[config.mk]
export PLATFORM = sky130hd
export DESIGN_NAME = mux_arbiter
export DESIGN_NICKNAME = d
export VERILOG_FILES = /design/src/rtl/arb_pkg.sv /design/src/rtl/mux_arbiter_mux2.sv /design/src/rtl/mux_arbiter.sv
export SDC_FILE = /design/constraint.sdc
export NUM_CORES = 1
export LEC_CHECK = 0
export CAP_MARGIN = 40
export CORE_MARGIN = 2
export CORE_UTILIZATION = 41
export CTS_BUF_LIST = sky130_fd_sc_hd__clkbuf_8
export CTS_CLUSTER_DIAMETER = 200
export DETAILED_ROUTE_END_ITERATION = 12
export PLACE_DENSITY = 0.83
export SYNTH_ARGS = -nofsm -noshare
export SYNTH_HDL_FRONTEND = slang
export SYNTH_SLANG_ARGS = --single-unit
[constraint.sdc]
create_clock -name clk_i -period 1.4 [get_ports clk_i]
set_input_delay 0.21 -clock clk_i [delete_from_list [all_inputs] [get_ports clk_i]]
set_output_delay 0.21 -clock clk_i [all_outputs]
set_load 0.005 [all_outputs]
[src/rtl/arb_pkg.sv]
// Shared types for the two-requester arbiter: FSM state and source id.
package arb_pkg;

  // Output register occupancy.
  typedef enum logic {
    EMPTY = 1'b0,
    FULL  = 1'b1
  } state_e;

  // Identifies which requester supplied a word.
  typedef logic src_id_t;

  localparam src_id_t SRC0 = 1'b0;
  localparam src_id_t SRC1 = 1'b1;

  // Round-robin helper: the requester that was not just served.
  function automatic src_id_t other_src(input src_id_t src);
    return (src == SRC0) ? SRC1 : SRC0;
  endfunction

endpackage

[src/rtl/mux_arbiter_mux2.sv]
// Purely combinational 2:1 data mux; sel_i high picks data0_i.
module mux_arbiter_mux2 #(
  parameter int SIZE = 32
) (
  input  logic            sel_i,
  input  logic [SIZE-1:0] data0_i,
  input  logic [SIZE-1:0] data1_i,
  output logic [SIZE-1:0] data_o
);

  // Select between the two requester words.
  always_comb begin
    data_o = sel_i ? data0_i : data1_i;
  end

endmodule

[src/rtl/mux_arbiter.sv]
// Two-requester round-robin arbiter feeding a single registered output slot
// with valid/ready handshakes on both sides and full back-to-back throughput.
module mux_arbiter
  import arb_pkg::*;
#(
  parameter int SIZE = 32
) (
  input  logic            clk_i,
  input  logic            rst_ni,
  input  logic            req0_valid_i,
  input  logic [SIZE-1:0] req0_data_i,
  output logic            req0_ready_o,
  input  logic            req1_valid_i,
  input  logic [SIZE-1:0] req1_data_i,
  output logic            req1_ready_o,
  output logic            out_valid_o,
  output logic [SIZE-1:0] out_data_o,
  output logic            out_src_o,
  input  logic            out_ready_i
);

  state_e          state_q, state_d;
  src_id_t         prio_q, prio_d;
  src_id_t         src_q, src_d;
  logic [SIZE-1:0] data_q, data_d;

  logic            slot_free;
  logic            grant0;
  logic            grant1;
  logic            grant;
  logic [SIZE-1:0] mux_data;

  assign out_valid_o = (state_q == FULL);
  assign out_data_o  = data_q;
  assign out_src_o   = src_q;

  // Arbitration: the slot is free when empty or draining this cycle; a lone
  // valid requester wins, a tie goes to prio_q. Readies depend only on valids,
  // state, out_ready_i and prio_q, and are held low while reset is asserted.
  always_comb begin
    slot_free = (state_q == EMPTY) || (out_valid_o && out_ready_i);
    grant0    = rst_ni && slot_free && req0_valid_i &&
                (!req1_valid_i || (prio_q == SRC0));
    grant1    = rst_ni && slot_free && req1_valid_i &&
                (!req0_valid_i || (prio_q == SRC1));
    grant     = grant0 || grant1;
  end

  assign req0_ready_o = grant0;
  assign req1_ready_o = grant1;

  // Data selection: sel high routes requester 0.
  mux_arbiter_mux2 #(
    .SIZE (SIZE)
  ) u_mux2 (
    .sel_i   (grant0),
    .data0_i (req0_data_i),
    .data1_i (req1_data_i),
    .data_o  (mux_data)
  );

  // Next-state logic for slot occupancy, priority pointer and output word.
  // NOTE: every signal gets a default first so no path leaves it unassigned (no latch).
  always_comb begin
    state_d = state_q;
    prio_d  = prio_q;
    src_d   = src_q;
    data_d  = data_q;

    case (state_q)
      EMPTY: begin
        if (grant) state_d = FULL;
      end
      FULL: begin
        // Drain without a replacement empties the slot; drain with a grant
        // reloads it in the same edge.
        if (out_ready_i && !grant) state_d = EMPTY;
      end
      default: state_d = EMPTY;
    endcase

    if (grant) begin
      src_d  = grant0 ? SRC0 : SRC1;
      data_d = mux_data;
      prio_d = other_src(src_d);
    end
  end

  // Register update; reset drops any held word and favours requester 0.
  // NOTE: sequential state uses non-blocking assignments so all registers
  // sample pre-edge values. The data register is reset too, because a cleared
  // output word is part of the visible reset state.
  always_ff @(posedge clk_i or negedge rst_ni) begin
    if (!rst_ni) begin
      state_q <= EMPTY;
      prio_q  <= SRC0;
      src_q   <= SRC0;
      data_q  <= '0;
    end else begin
      state_q <= state_d;
      prio_q  <= prio_d;
      src_q   <= src_d;
      data_q  <= data_d;
    end
  end

endmodule

After elaboration in Yosys (flattened, before gate mapping)

Index checks and enable logic that the tools add are counted.

Register bits after elaboration: 35
Bits of input ports: 69

Muxes and demuxes: 6
Bitwise gates (word level): 2
Reduce and logical (&&, ||, !) cells: 14

Operators with widths:

| kind                               | number |
|---|---|
| two-way mux 32 bit                 | 1 |
| logical AND 1 bit                  | 7 |
| logical OR 1 bit                   | 4 |
| two-way mux 1 bit                  | 4 |
| logical NOT 1 bit                  | 3 |
| NOT 1 bit                          | 2 |
| one-hot mux 1 bit (2 select lines) | 1 |

Longest topological paths before layout

Depth in word-level cells: 10
Mapped depth: 6
Depth with buffers taken out: 3

Cells and area by module

From an unflattened synthesis, not the netlist that was laid out.

Cells, all modules: 117
Area total of the unflattened synthesis: 1898.1 µm²

Modules (own cells, without submodules):

| module           | times used | cells an instance | area an instance (µm²) | sequential area each (µm²) |
|---|---|---|---|---|
| mux_arbiter      | 1          | 81                | 1353.8                 | 875.8 |
| mux_arbiter_mux2 | 1          | 36                | 544.3                  | 0.0 |

Worst setup path after synthesis

No wires, ideal clock.

Path kind: register to register
Start: register state_q (netlist: out_valid_o)
End: register data_q[0] (netlist: out_data_o[0])
Arrival time: 1.164 ns
Slack: 0.104 ns
Stages on the path, launching flop included: 6
Period minus slack after synthesis: 1.296 ns
Cell sequence: dfrtp_1 -> nor2b_1 -> buf_2 -> clkbuf_1 -> o31ai_1 -> a31oi_1

Longest elaborated chain between the ends: 6

Ends and longest elaborated chain:

| what                                                          | RTL line                                  | text |
|---|---|---|
| start, declared                                               | mux_arbiter.sv:22                         | `state_e state_q, state_d;` |
| start signal, assigned                                        | mux_arbiter.sv:100                        | `state_q <= state_d;` |
| logical AND 1 bit / NOT 1 bit (equally long branches)         | mux_arbiter.sv:41                         | `slot_free = (state_q == EMPTY) \|\| (out_valid_o && out_ready_i);` |
| logical OR 1 bit *                                            | mux_arbiter.sv:41                         |  |
| logical AND 1 bit *                                           | mux_arbiter.sv:42, mux_arbiter.sv:44      |  |
| logical AND 1 bit, on equally long branches (2 in series)     | mux_arbiter.sv:42, mux_arbiter.sv:44      |  |
| two-way mux 32 bit / logical OR 1 bit (equally long branches) | mux_arbiter_mux2.sv:13, mux_arbiter.sv:46 |  |
| end signal, assigned                                          | mux_arbiter.sv:103                        | `data_q <= data_d;` |
| end, declared                                                 | mux_arbiter.sv:25                         | `logic [SIZE-1:0] data_q, data_d;` |

Mark *: on every way between the ends. The rest lies on a longest branch, timed or not.
A chain may end at the register's enable or synchronous reset.

Worst setup path in the final report

Start: register prio_q
End: output port req0_ready_o

Longest elaborated chain between the ends: 3

Ends and longest elaborated chain:

| what                   | RTL line           | text |
|---|---|---|
| start, declared        | mux_arbiter.sv:23  | `src_id_t prio_q, prio_d;` |
| start signal, assigned | mux_arbiter.sv:101 | `prio_q <= prio_d;` |
| NOT 1 bit              | mux_arbiter.sv:43  | `(!req1_valid_i \|\| (prio_q == SRC0));` |
| logical OR 1 bit       | mux_arbiter.sv:43  |  |
| logical AND 1 bit      | mux_arbiter.sv:42  | `grant0 = rst_ni && slot_free && req0_valid_i &&` |
| end, declared          | mux_arbiter.sv:12  | `output logic req0_ready_o,` |

Every way passes these cells.

==> flow_summary.json <==
{
  "drcViolationCount": 0,
  "routedWlPerCell_um": 18.0,
  "io_pins": 105,
  "maxSlewHeadroom": 0.716,
  "fin_util": 0.728,
  "total_power_mw": 3.50,
  "crit_end": "req0_ready_o",
  "grt_max_degree": 99,
  "power_leakage_nw": 1.34,
  "drive_above_1_share": 0.184,
  "insertion_delay_ns": 0.28,
  "p_per_area_nw_per_um2": 1010,
  "dp.cells": 372,
  "ys_seq_elements": 35,
  "die-area_um2": 5520,
  "yosys_warnings": 0,
  "cts_root_buf": "clkbuf_8",
  "netlist_area_um2": 2030,
  "place_congestion": 0.797,
  "globalRouteOverflowTotal": 0,
  "grt_first_pass_wirelength_um": 10800,
  "max_cap_violations": 0,
  "drtAntennaViolNets": 0,
  "ir_drop_mv": 0.596,
  "crit_type": "flip-flop to primary output",
  "synth_fp_nets": 283,
  "setup_violations": 29,
  "setup_slack_ns": -0.102,
  "end_kind": "primary output",
  "cts_max_level": 2,
  "cts_buffer_depth": 2,
  "place_ws_ns": -0.502,
  "drt-pass1-iter-count": 4,
  "syn_to_final_growth_pct": 70.8,
  "wl_um": 6980,
  "io_buffers": 104,
  "grt_pass1_vias": 2171,
  "crit_path_start_kind": "flip-flop",
  "ys_types": 22,
  "hold_path.class": "input pin to asynchronous set/reset pin",
  "finalHoldViolations": 3,
  "track_usage": 0.253,
  "holdWs_ns": -0.00184,
  "cts_tree": "done",
  "finalNetCount": 388,
  "final.setup.tns_ns": -0.828,
  "antenna_cells": 0,
  "die_w_um": 74.3,
  "worstRegToRegCells": 4,
  "grt_antenna_before_repair": 0,
  "r2r-end": "out_data_o[17]$_DFFE_PN0P_",
  "skew_ns": 0.00453,
  "fillCellCount": 358,
  "multi_input_area_um2": 1030,
  "arrival_ns": 1.29,
  "synth.avg_cell_area_um2": 9.47,
  "cts_made_buffers": 5,
  "drt_iter0_drc": 198,
  "die_h_um": 74.3,
  "avgViaCountPerCell": 6.02,
  "r2r-start": "prio_q$_DFFE_PN0P_",
  "finalCritPeriodShare": 1.07,
  "drv_slew": 0,
  "rsz0062_at_grt": "true",
  "violations": "hold timing, setup timing",
  "outcome": "complete, but fails checks",
  "timing.fmax_ghz": 0.666,
  "start_util": 0.426,
  "vias": 2330,
  "seq_area_um2": 876,
  "min_period_ns": 1.50,
  "r2r_setup_slack_ns": -0.09,
  "synth_seq_area_share": 0.432,
  "rows": 25,
  "core_um2": 4750,
  "tightest_slew_ns": 0.426,
  "instances_no_fill": 387,
  "clock-sinks": 35,
  "cp_max_fo": 2,
  "cp.required_ns": 1.19,
  "synthCells": 214,
  "clk_pin_slew_ns": 0.07,
  "startpoint": "prio_q$_DFFE_PN0P_",
  "dp_hpwl_um": 4340
}
==> placed cells by master, fill, tap and decap left out <==
cell / n
clkdlybuf4s50_1: 90
a31oi_1: 62
dfrtp_1: 35
nand4_1: 32
o31ai_1: 22
buf_4: 20
o31ai_2: 10
dlymetal6s2s_1: 8
clkbuf_8: 7
buf_6: 6
inv_1: 4
dlygate4sd2_1: 3
buf_12: 3
a31oi_2: 2
buf_8: 2
nor2b_4: 1
a21bo_1: 1
nor3_2: 1
nand2b_4: 1
o2111ai_4: 1
inv_2: 1
or2_4: 1
and3_4: 1
or2_1: 1
a21boi_4: 1
a21o_1: 1
o21ai_1: 1
dlygate4sd3_1: 1
buf_2: 1
==> worst min-delay path by stage <==
stage / end / slack [ns] / cells past startpoint
after floorplan: out_data_o[0]$_DFFE_PN0P_ / -0.09 / 0
final: out_data_o[13]$_DFFE_PN0P_ / -0.002 / 2
after CTS: out_data_o[30]$_DFFE_PN0P_ / -0.005 / 2
after global routing: out_data_o[15]$_DFFE_PN0P_ / 0.02 / 2
after detailed placement: prio_q$_DFFE_PN0P_ / 0.15 / 2
after global placement: prio_q$_DFFE_PN0P_ / 0.14 / 2
==> metal layers <==
metal  global-route usage  vias to the layer above  share of wire
li1                     -                     1083              -
met1                0.332                     1119           0.39
met2                0.417                      114           0.52
met3               0.0623                       14          0.080
met4               0.0774                        0          0.019
met5                    0                        -              0
==> where the power goes <==
part           switching [mW]  total (mW)  internal [mW]
Sequential              0.110        1.32           1.21
Clock                   0.353       0.795          0.442
Combinational           0.589        1.39          0.803
==> cell type report <==
type,instances,share of cell area
inverters,4,0.00434
flip-flops and latches,35,0.253
well taps,67,0.0242
clock inverters,1,0.00108
repair buffers,134,0.390
multi-input cells,139,0.299
clock buffers,7,0.0278
==> cell usage after synthesis, drive strengths merged <==
library cell	instances	area (µm²)
dlymetal6s2s	3	37.5
o21ai	1	5.00
nand2b	1	6.26
nor3	1	5.00
nor2b	1	6.26
dfrtp	35	876
and3	1	11.3
or2	2	12.5
clkbuf	21	80.1
buf	12	92.6
a21boi	1	11.3
a21o	1	7.51
a31oi	64	400
a21bo	1	10.0
inv	4	15.0
o31ai	32	240
nand4	32	200
o2111ai	1	8.76
==> cells by family after synthesis <==
logic type / synth area share
AOI/OAI and AO/OA: 0.337
buffers and inverters: 0.111
DFF: 0.432
and+or+nand+nor: 0.119
==> timing repair <==
action	in CTS	in global routing
hold buffers	1	0
pin swaps	3	5
setup endpoints to repair	23	46
gates resized for setup	26	23
buffers inserted	6	2
hold endpoints to repair	2	0
==> state kept, by name (all words and copies together), names as in the netlist <==
signal / flops
prio_q: 1
out_data_o: 32
out_valid_o: 1
out_src_o: 1
==> through the flow <==
| stage | hold slack [ns] | instance area, µm² |
|---|---|---|
| after floorplan | -0.0856 | 2030 |
| after global placement | 0.143 | 3150 |
| after detailed placement | 0.150 | 3150 |
| after CTS | -0.00507 | 3360 |
| after global routing | 0.0210 | 3460 |
| final | -0.00184 | 3460 |
==> critical path: stages (launching register included) <==
cell,delay (ns)
dfrtp_1,0.42
a21bo_1,0.23
nor3_2,0.21
buf_2,0.15
Power figures use the tool's default switching activity.
